### src/rtl/ysyx_22050598_ifu_fq.sv
// Instruction fetch unit: generates the fetch PC, issues one outstanding aligned
// I-cache read at a time, and buffers returned instructions in a small FIFO for decode.
module ysyx_22050598_ifu_fq #(
  parameter int unsigned     XLEN     = 64,
  parameter logic [XLEN-1:0] RESET_PC = XLEN'(64'h0000_0000_8000_0000),
  parameter int unsigned     FQ_DEPTH = 4
) (
  input  logic            clk,
  input  logic            rst,
  input  logic            pc_stall,
  input  logic            flush_pc_en,
  input  logic [XLEN-1:0] flush_pc,
  input  logic            prdt_pc_en,
  input  logic [XLEN-1:0] prdt_pc_add_op,
  output logic            imem_req,
  output logic [XLEN-1:0] imem_addr,
  input  logic            imem_ack,
  input  logic            imem_rvalid,
  input  logic [63:0]     imem_rdata,
  output logic            id_valid,
  input  logic            id_ready,
  output logic [31:0]     id_inst,
  output logic [XLEN-1:0] id_pc
);

  localparam int unsigned PTR_W = $clog2(FQ_DEPTH);
  localparam int unsigned CNT_W = PTR_W + 1;
  localparam logic [CNT_W-1:0] FULL_CNT = CNT_W'(FQ_DEPTH);

  typedef struct packed {
    logic [31:0]     inst;
    logic [XLEN-1:0] pc;
  } fq_entry_t;

  logic [XLEN-1:0] fetch_pc_q, fetch_pc_d;
  logic [XLEN-1:0] inflight_pc_q, inflight_pc_d;
  logic            inflight_q, inflight_d;
  logic            drop_q, drop_d;
  logic [PTR_W-1:0] rd_ptr_q, rd_ptr_d;
  logic [PTR_W-1:0] wr_ptr_q, wr_ptr_d;
  logic [CNT_W-1:0] count_q, count_d;
  fq_entry_t        fq_q [FQ_DEPTH];

  logic            req_fire_c;
  logic            resp_c;
  logic            push_c;
  logic            pop_c;
  logic [31:0]     word_c;
  fq_entry_t       push_entry_c;

  // Credit-based issue: a request only goes out if its response is guaranteed a slot.
  assign imem_req  = ~rst & ~flush_pc_en & ~pc_stall & ~inflight_q & (count_q < FULL_CNT);
  assign imem_addr = {fetch_pc_q[XLEN-1:3], 3'b000};

  assign id_valid = (count_q != '0);
  assign id_inst  = fq_q[rd_ptr_q].inst;
  assign id_pc    = fq_q[rd_ptr_q].pc;

  assign req_fire_c = imem_req & imem_ack;
  assign resp_c     = imem_rvalid & inflight_q;
  assign pop_c      = id_valid & id_ready;
  assign word_c     = inflight_pc_q[2] ? imem_rdata[63:32] : imem_rdata[31:0];

  always_comb begin
    push_entry_c.inst = word_c;
    push_entry_c.pc   = inflight_pc_q;
  end

  // Next-state logic; flush overrides any same-cycle issue, push or pop.
  always_comb begin
    fetch_pc_d    = fetch_pc_q;
    inflight_pc_d = inflight_pc_q;
    inflight_d    = inflight_q;
    drop_d        = drop_q;
    rd_ptr_d      = rd_ptr_q;
    wr_ptr_d      = wr_ptr_q;
    count_d       = count_q;
    push_c        = 1'b0;

    if (flush_pc_en) begin
      fetch_pc_d = flush_pc;
      rd_ptr_d   = '0;
      wr_ptr_d   = '0;
      count_d    = '0;
      // A response still owed after this cycle belongs to the old path.
      inflight_d = inflight_q & ~imem_rvalid;
      drop_d     = inflight_q & ~imem_rvalid;
    end else begin
      if (req_fire_c) begin
        inflight_d    = 1'b1;
        inflight_pc_d = fetch_pc_q;
        fetch_pc_d    = fetch_pc_q + (prdt_pc_en ? prdt_pc_add_op : XLEN'(4));
      end

      if (resp_c) begin
        inflight_d = 1'b0;
        if (drop_q) begin
          drop_d = 1'b0;
        end else begin
          push_c = (count_q != FULL_CNT);
        end
      end

      if (push_c) begin
        wr_ptr_d = wr_ptr_q + PTR_W'(1);
      end
      if (pop_c) begin
        rd_ptr_d = rd_ptr_q + PTR_W'(1);
      end

      unique case ({push_c, pop_c})
        2'b10:   count_d = count_q + CNT_W'(1);
        2'b01:   count_d = count_q - CNT_W'(1);
        default: count_d = count_q;
      endcase
    end
  end

  always_ff @(posedge clk) begin
    if (rst) begin
      fetch_pc_q    <= RESET_PC;
      inflight_pc_q <= '0;
      inflight_q    <= 1'b0;
      drop_q        <= 1'b0;
      rd_ptr_q      <= '0;
      wr_ptr_q      <= '0;
      count_q       <= '0;
    end else begin
      fetch_pc_q    <= fetch_pc_d;
      inflight_pc_q <= inflight_pc_d;
      inflight_q    <= inflight_d;
      drop_q        <= drop_d;
      rd_ptr_q      <= rd_ptr_d;
      wr_ptr_q      <= wr_ptr_d;
      count_q       <= count_d;
    end
  end

  // Queue storage
  always_ff @(posedge clk) begin
    if (rst) begin
      for (int unsigned i = 0; i < FQ_DEPTH; i++) begin
        fq_q[i] <= '0;
      end
    end else if (push_c) begin
      fq_q[wr_ptr_q] <= push_entry_c;
    end
  end

endmodule

### config.mk
export PLATFORM = sky130hd
export DESIGN_NAME = ysyx_22050598_ifu_fq
export DESIGN_NICKNAME = d
export VERILOG_FILES = /design/src/rtl/ysyx_22050598_ifu_fq.sv
export SDC_FILE = /design/constraint.sdc
export NUM_CORES = 1
export LEC_CHECK = 0
export ABC_AREA = 0
export CORE_MARGIN = 5
export CORE_UTILIZATION = 56
export DETAILED_ROUTE_END_ITERATION = 8
export MAX_ROUTING_LAYER = met4
export PLACE_DENSITY_LB_ADDON = 0.1
export SLEW_MARGIN = 5
export SYNTH_ARGS = -nofsm -noshare
export SYNTH_HDL_FRONTEND = slang
export SYNTH_SLANG_ARGS = --single-unit
### constraint.sdc
create_clock -name clk -period 6.8 [get_ports clk]
set_clock_uncertainty 0.2 [all_clocks]
set_input_delay 1.36 -clock clk [delete_from_list [all_inputs] [get_ports clk]]
set_output_delay 1.36 -clock clk [all_outputs]
set_load 0.02 [all_outputs]
# Word level (Yosys, flattened, before mapping)

Memories as Yosys holds them, arrays and structs flattened. A register that Yosys moved wholly into a read port is not among the register bits.
Index checks and enable logic that the tools add are counted.

Memories: 1
Flip-flop bits (word level): 137
Memory bits (writable): 384
Bits of input ports: 200
Word-level logic and storage cells: 62

Equality and inequality tests: 3
Bitwise gates (word level): 13
Muxes and demuxes: 24
Add/subtract/negate cells: 5
Reduce and logical (&&, ||, !) cells: 8
Order comparisons: 1

Memory list:

| memory | words | width | read ports | clocked after Yosys merged registers in | wr ports | line | text |
|---|---|---|---|---|---|---|---|
| fq_q   | 4     | 96    | 1          | 1                                       | 4        | 42   | `fq_entry_t fq_q [FQ_DEPTH];` |

Operators by type and width:

| operator                                           | number |
|---|---|
| 2-to-1 mux 64 bit                                  | 3 |
| 2-to-1 mux 96 bit                                  | 1 |
| OR reduction 96 bit                                | 1 |
| adder 64 bit                                       | 1 |
| 2-to-1 mux 32 bit                                  | 1 |
| 2-to-1 mux 1 bit                                   | 15 |
| AND 1 bit                                          | 8 |
| 2-to-1 mux 2 bit                                   | 3 |
| one-hot mux 3 bit (2 select lines)                 | 1 |
| nonzero test 2 bit                                 | 3 |
| nonzero test 3 bit                                 | 2 |
| inverter 1 bit                                     | 5 |
| adder 2 x 1 -> 2 bit (second input constant)       | 2 |
| adder 3 x 1 -> 3 bit (second input constant)       | 1 |
| less-than comparator 3 bit (second input constant) | 1 |
| != test 3 bit (second input constant)              | 1 |
| subtractor 3 x 1 -> 3 bit (second input constant)  | 1 |
| == test 2 x 1 -> 1 bit (second input constant)     | 1 |
| == test 2 bit (second input constant)              | 1 |
| AND reduction 2 bit                                | 1 |
| OR reduction 2 bit                                 | 1 |

# Longest topological paths before layout

Gate-level depths: netlist (run 1).

Depth in word-level cells: 10
Gate-level depth with buffers: 15
Depth with buffers taken out: 13

# Least setup slack after synthesis (run 1)

OpenSTA, ideal clock, no wires.

Path kind: in2reg
Start point: input imem_rvalid
End point: memory fq_q[0][0] in the netlist's numbering, enable pin
Cell stages on the path: 7
Library setup time: 471 ps
Arrival time: 4,701 ps
Path slack: 1,428 ps
Data required time: 6,129 ps
Buffers on the path: 1
Path through: nand2_1 -> a31oi_1 -> nor2b_1 -> nand2_1 -> or3_1 -> clkbuf_1 -> nand2b_1

RTL lines:

| item            | line | text |
|---|---|---|
| start, declared | 18   | `input logic imem_rvalid,` |
| end, declared   | 42   |  |

# Worst setup path in the final report (run 1)

Start point: input prdt_pc_en
End point: register fetch_pc_q[60]

Word-level cells in the longest chain between the ends: 4

Ends and longest elaborated chain:

| item                 | line | text |
|---|---|---|
| start, declared      | 13   | `input logic prdt_pc_en,` |
| 2-to-1 mux 64 bit    | 92   | `fetch_pc_d = fetch_pc_q + (prdt_pc_en ? prdt_pc_add_op : XLEN'(4));` |
| adder 64 bit         | 92   |  |
| 2-to-1 mux 64 bit    | 89   | `if (req_fire_c) begin` |
| 2-to-1 mux 64 bit    | 80   | `if (flush_pc_en) begin` |
| end signal, assigned | 129  | `fetch_pc_q <= fetch_pc_d;` |
| end, declared        | 35   | `logic [XLEN-1:0] fetch_pc_q, fetch_pc_d;` |

No other way between the ends. The select of a mux whose other input is x is not followed.
A chain may end at the register's enable or synchronous reset.

==> results of run 1 <==
-- metal layers --
layer  global-route usage  vias up  part of all wire
met1               0.4010     9383              0.43
met3              0.04576      109             0.076
met4              0.06501        0             0.023
met2               0.4506      775              0.47
met5                    -        -                 0
li1                     -     8667                 -
-- flip-flops by register name, summed over array words and instances, names as in the netlist, named ones only --
register,count
count_q,3
inflight_pc_q,64
fetch_pc_q,64
fq_q,384
wr_ptr_q,2
rd_ptr_q,2
drop_q,1
inflight_q,1
-- worst min-delay path, stage by stage, from the launching register on --
cell and delay (ps):
dfxtp_1 330, nand2_1 60, a21oi_1 50
-- synthesized netlist by cell type, drive strengths merged (3+ instances only) --
master     n  share of area
a2111oi    3         0.0010
a211oi     8         0.0029
a21boi     3        0.00086
a21o      46          0.013
a21oi    182          0.035
a221oi    13         0.0043
a22o       3         0.0010
a22oi     44          0.013
a31oi     11         0.0026
a41oi      5         0.0017
and2     265          0.063
and3      70          0.017
and4       7         0.0024
buf       90          0.023
clkbuf   130          0.019
dfxtp    139           0.11
edfxtp   384           0.44
ha        64          0.031
inv       21         0.0030
mux2i     33          0.013
mux4      96          0.083
nand2    216          0.031
nand2b     9         0.0022
nand3     18         0.0036
nand4     15         0.0036
nor2     192          0.028
nor2b      8         0.0019
nor3       8         0.0017
nor3b      3        0.00086
o21a       9         0.0026
o21ai     43         0.0082
o21bai    14         0.0040
o22ai     16         0.0038
o31ai      4         0.0013
or3        7         0.0017
xnor2     31          0.010
xor2      31          0.010
-- path summary, 6_finish.rpt --
check	endpoint	slack [ps]	cells after the start
setup / recovery	fetch_pc_q[60]	1550	14
hold / removal	inflight_pc_q[17]	280	2
setup reg to reg	fq_q[2][50]	2940	10
hold reg to reg	inflight_pc_q[17]	280	2
-- per-stage QoR --
step           std cells  power, mW
4_1_cts             3149      7.396
3_5_place_dp        3051      4.451
6_report            3150      7.358
5_1_grt             3150      7.607
3_3_place_gp        3051      4.444
2_1_floorplan       2273      4.112
-- power groups by stage --
stage / registers [mW] / logic (mW) / clock network [mW]
global route: 3.61 / 0.851 / 3.15
CTS: 3.60 / 0.793 / 3.01
floorplan: 3.63 / 0.478 / 0
detailed placement: 3.66 / 0.789 / 0
global placement: 3.66 / 0.788 / 0
finish: 3.60 / 0.797 / 2.96
-- cell type report --
class | count | area, µm² | area share
diodes | 1 | 2.502 | 0.00007911
clock buffers | 80 | 1654 | 0.05229
clock inverters | 18 | 165.2 | 0.005221
inverters | 21 | 78.83 | 0.002492
multi-input cells | 1509 | 10800 | 0.3415
flip-flops and latches | 523 | 14320 | 0.4528
well taps | 607 | 759.5 | 0.02401
repair buffers | 391 | 3849 | 0.1217
-- logic make-up after synthesis --
| kind of cell | after synthesis |
|---|---|
| xor+xnor | 62 |
| fa+ha+maj | 66 |
| flops | 523 |
| simple gates | 826 |
| mux | 129 |
| other cells | 1 |
| buf+inv | 241 |
| compound gates | 423 |
==> flow_metrics.py, run 1 <==
metrics = {
    "run_status": {
        "status": "complete, no violations",
    },
    "finish": {
        "nNetsFinal": 2764,
        "area_delta_synth_final_pct": 20.81,
        "nFillCells": 3498,
        "layout-drive-gt1-share": 0.09717,
        "final_common_cell": "edfxtp_1",
        "design_area_um2": 31630,
        "utilization": 0.6824,
        "layout_common_cells": "edfxtp_1 (384), clkdlybuf4s50_1 (356), and2_1 (264)",
    },
    "floorplan": {
        "die_height_um": 226.2,
        "dieArea_um2": 51180,
        "core_um2": 46360,
        "ios": 362,
        "initial_core_util": 0.5648,
        "die_w_um": 226.2,
        "rows": 79,
    },
    "yosys": {
        "yosys_warnings": 0,
        "synth_fa_ha_area_frac": 0.03211,
        "syn-cell-area_um2": 26180,
        "synth-main-ff-cell": "edfxtp_1",
        "synth_compound_area_frac": 0.1020,
        "ys_async_sr_fraction": 0,
        "synthMuxAreaShare": 0.09519,
        "yosys.area_share.simple": 0.1589,
        "yosysSeqAreaShare": 0.5467,
        "synth-xor-area-share": 0.02074,
        "synth_edf_count": 384,
        "syn_inst": 2271,
        "synth_cell_type_count": 69,
        "syn_avg_cell_area_um2": 11.53,
        "synth_top_family_by_area": "simple AND/OR/NAND/NOR gates",
        "yosys_register_bits": 523,
    },
    "setup_path": {
        "path_cells": "clkdlybuf4s50_1 > buf_4 > and2_1 > ha_1 > a21o_1 > a21o_1 > a21oi_1 > o21ai_0 > or3_1 > a221oi_1 > nor3_2 > a31oi_1 > o31ai_1 > a211o_1",
        "r2r_start": "inflight_q",
        "max_stage_delay_ps": 760,
        "critPathCaptureType": "flop",
        "setup.worst_path.start": "prdt_pc_en",
        "slowest_stage": "clkdlybuf4s50_1",
        "cp-start-kind": "input port",
        "cp.required_ps": 7090,
        "critPathMaxFanout": 41,
        "critical-path-top-cell-by-count": "a21o_1",
        "critPathTopFamily": "compound AO/OA/AOI/OAI gates",
        "crit_type": "in -> reg",
        "cp_num_buf_inv": 2,
        "arrival_ps": 5540,
    },
    "routing": {
        "wl_per_cell_um": 23.06,
        "firstDrtPassIters": 5,
        "initialDrtViolationCount": 1857,
        "route.vias.total": 18930,
        "avgViaCountPerCell": 6.011,
        "drc_errors": 0,
        "ant_nets": 0,
        "routed_wl_um": 72650,
    },
    "placement": {
        "numPortBuffers": 358,
        "placed_cell_area_um2": 29810,
        "place_ws_ps": 1052,
        "gp_congestion": 0.9194,
        "dp_hpwl_um": 48530,
    },
    "clock_network": {
        "cts_resized": 0,
        "cts_buffers": 52,
        "clk_latency_ps": 590,
        "cts_tree": "done",
        "clock-root-buffer": "clkbuf_16",
        "cts_setup_buffers": 0,
        "clk_pin_slew_ps": 60,
        "cts_max_level": 2,
        "cts.path.max_buffers": 3,
        "hold_buffers": 0,
        "cts_sinks": 523,
    },
    "power": {
        "pwr-share-clk": 0.403,
        "ir_worst_vdd_uv": 191.6,
        "swShare": 0.2346,
        "power.internal_mw": 5.632,
        "power_frac_comb": 0.108,
        "p_leak_nw": 11.85,
        "p_seq_frac": 0.489,
        "netSwitchingPower_mw": 1.726,
        "powerDensity_nw_per_um2": 232.6,
    },
    "timing": {
        "worst_pin_slew_ps": 1129,
        "layout_setup_ws_ps": 1551,
        "slew_headroom": 0.2474,
        "rsz0062_at_grt": "no",
        "hold_viol_final": 0,
        "slew_violations": 0,
        "period_share": 0.7719,
        "max_freq_ghz": 0.1905,
        "fin_worst_hold_slack_ps": 284.7,
        "tns_ps": 0,
        "setup_viol": 0,
        "period_needed_ps": 5249,
    },
    "global_routing": {
        "grt_pass1_wl_um": 110600,
        "overflow": 0,
        "grt_pass1_vias": 18920,
        "grt_antenna_before_repair": 1,
        "grtUsageTotal": 0.2868,
        "grt_max_degree": 78,
    },
    "min_path": {
        "min_from": "inflight_pc_q[17]",
        "hold_class": "reg -> reg",
    },
    "flow_run": {
        "maxCapViolations": 0,
    },
}
Note: power is estimated with default switching activity, not from simulation.
==> inputs of run 2 (changes only) <==
--- a/config.mk
+++ b/config.mk
@@ -7,7 +7,7 @@
 export LEC_CHECK = 0
 export ABC_AREA = 0
 export CORE_MARGIN = 5
-export CORE_UTILIZATION = 56
+export CORE_UTILIZATION = 50
 export DETAILED_ROUTE_END_ITERATION = 8
 export MAX_ROUTING_LAYER = met4
 export PLACE_DENSITY_LB_ADDON = 0.1
==> constraint.sdc (replaced) <==
create_clock -name clk -period 4.8 [get_ports clk]
set_clock_uncertainty 0.2 [all_clocks]
set_input_delay 0.96 -clock clk [delete_from_list [all_inputs] [get_ports clk]]
set_output_delay 0.96 -clock clk [all_outputs]
set_load 0.02 [all_outputs]
==> run 2 against run 1 <==
Final area is 3.2% higher. Highest routed layer unchanged. Non-clock buffer count is 99 higher. Worst setup slack worse by 1100 ps. Register-to-register slack got worse by 1800 ps. Total power up 46%. Clock-buffer cell count grew 2. Sequential share of layout area decreased by 1.4 points. Utilization is 5.0 points lower. Largest power group unchanged. Via count rose by 0.51%. Sequential power rose by 41%. Routed wire length rose by 4.0%. Hold slack worse by 17 ps.
==> flow_metrics.py, run 2 (same netlist as run 1, synthesis figures left out) <==
metrics = {
    "run_status": {
        "status": "complete, no violations",
    },
    "setup_path": {
        "cp-start-kind": "input port",
        "reg2reg_slack_ps": 1090,
        "critPathCaptureType": "flop",
        "setup.worst_path.start": "prdt_pc_en",
        "cp.required_ps": 5090,
        "reg2regPathDepth": 12,
        "r2r-end": "fetch_pc_q[62]",
        "crit_type": "in -> reg",
        "r2r_start": "fetch_pc_q[0]",
        "arrival_ps": 4590,
        "critPathMaxFanout": 12,
        "critPathCapture": "fetch_pc_q[60]",
    },
    "global_routing": {
        "grt_busiest_layer": "met2",
        "grt_pass1_wl_um": 115100,
        "grt_max_degree": 100,
        "grt_pass1_vias": 19410,
        "grtUsageTotal": 0.2675,
        "grt_antenna_before_repair": 1,
        "met2_usage": 0.4171,
        "overflow": 0,
        "met1_usage": 0.3725,
        "met3_usage": 0.04419,
    },
    "timing": {
        "max_freq_ghz": 0.2321,
        "fin_worst_hold_slack_ps": 267.5,
        "rsz0062_at_grt": "no",
        "tns_ps": 0,
        "hold_viol_final": 0,
        "period_needed_ps": 4309,
        "slew_violations": 0,
        "period_share": 0.8976,
        "setup_viol": 0,
        "slew_headroom": 0.3565,
        "worst_pin_slew_ps": 963.0,
        "layout_setup_ws_ps": 491.4,
    },
    "routing": {
        "route.vias.total": 19030,
        "wl_per_cell_um": 22.72,
        "drc_errors": 0,
        "avgViaCountPerCell": 5.722,
        "ant_nets": 0,
        "initialDrtViolationCount": 1456,
        "routed_wl_um": 75570,
        "firstDrtPassIters": 5,
    },
    "finish": {
        "layout_common_cells": "edfxtp_1 (384), clkdlybuf4s50_1 (356), and2_1 (264)",
        "largest-register": "fq_q",
        "area_delta_synth_final_pct": 24.73,
        "layout-drive-gt1-share": 0.1312,
        "nFillCells": 4095,
        "design_area_um2": 32660,
        "largestRegisters": "fq_q x384, fetch_pc_q x64, inflight_pc_q x64",
        "largest_reg_flops": 384,
        "final_common_cell": "edfxtp_1",
        "nNetsFinal": 2865,
    },
    "floorplan": {
        "ios": 362,
        "die_w_um": 238.8,
        "dieArea_um2": 57040,
        "rows": 83,
        "die_height_um": 238.8,
        "core_um2": 51610,
        "initial_core_util": 0.5073,
    },
    "flow_run": {
        "maxCapViolations": 0,
    },
    "min_path": {
        "hold_class": "reg -> reg",
    },
    "clock_network": {
        "cts.path.max_buffers": 3,
        "hold_buffers": 0,
        "cts_max_level": 2,
        "clk_pin_slew_ps": 60,
        "cts_sinks": 523,
        "clock-root-buffer": "clkbuf_16",
        "cts_setup_buffers": 0,
        "cts_buffers": 54,
        "clk_latency_ps": 600,
        "cts_resized": 0,
        "cts_tree": "done",
    },
    "power": {
        "p_leak_nw": 12.39,
        "powerDensity_nw_per_um2": 327.9,
        "power_mw": 10.71,
        "ir_worst_vdd_uv": 257.1,
    },
    "placement": {
        "place_ws_ps": -87.89,
        "placed_cell_area_um2": 30760,
        "gp_congestion": 0.9292,
        "numPortBuffers": 358,
        "dp_hpwl_um": 51420,
    },
}
[run 2: cell types whose count changed in the layout (fill, tap and decap cells not counted)]
cell,change
buf_12,+9
clkinv_8,+1
clkbuf_16,-1
buf_4,+90
clkinvlp_4,+3
clkinv_4,-3
inv_6,+1
nor4_2,+1
bufinv_16,+3
clkbuf_1,+4
clkinv_2,-3
clkbuf_8,-1
nor4_1,-1
[run 2: layer usage]
| layer | up-vias | share of wire |
|---|---|---|
| met3 | 108 | 0.074 |
| met1 | 9344 | 0.43 |
| met5 | - | 0 |
| met2 | 708 | 0.47 |
| li1 | 8871 | - |
| met4 | 0 | 0.023 |
[run 2: final cells by class]
cell class | count | area (µm²) | share of cell area
sequential | 523 | 14320 | 0.4385
multi-input combinational | 1509 | 10810 | 0.3309
timing repair buffer | 490 | 4705 | 0.1441
clock buffer | 82 | 1630 | 0.04992
tap | 680 | 850.8 | 0.02605
clock inverter | 20 | 261.5 | 0.008007
inverter | 21 | 78.83 | 0.002414
antenna | 1 | 2.502 | 0.00007662
[run 2: through the flow]
step                instances    util
CTS                      3325  0.6327
floorplan                2273       -
detailed placement       3223  0.5961
global placement         3223  0.5961
finish                   3326  0.6328
global route             3326  0.6328
[run 2: power breakdown]
part	total, mW	switching [mW]	internal (mW)
combinational	1.22	0.645	0.571
clock	4.40	1.78	2.62
sequential	5.09	0.106	4.99
total	10.7	2.53	8.18
[run 2: how the worst min path moves through the flow]
stage          cells after the start             start               end  slack (ps)
2_1_floorplan                      2     fetch_pc_q[2]  inflight_pc_q[2]         250
3_3_place_gp                       2  inflight_pc_q[2]  inflight_pc_q[2]         250
3_5_place_dp                       2  inflight_pc_q[2]  inflight_pc_q[2]         240
4_1_cts                            2  inflight_pc_q[2]  inflight_pc_q[2]         270
5_1_grt                            2  inflight_pc_q[2]  inflight_pc_q[2]         300
6_report                           2  inflight_pc_q[2]  inflight_pc_q[2]         270
[run 2: worst max-delay path, stage by stage]
cell             delay [ps]
clkdlybuf4s50_1         440
buf_4                   200
buf_4                   180
and2_1                  140
ha_1                    380
nand2_1                 140
o21a_1                  230
o211ai_1                320
a41oi_1                 180
o21ai_1                 160
a221oi_1                120
buf_4                   180
nor3_2                  150
a31oi_1                 170
o311a_1                 370
a211o_1                 260
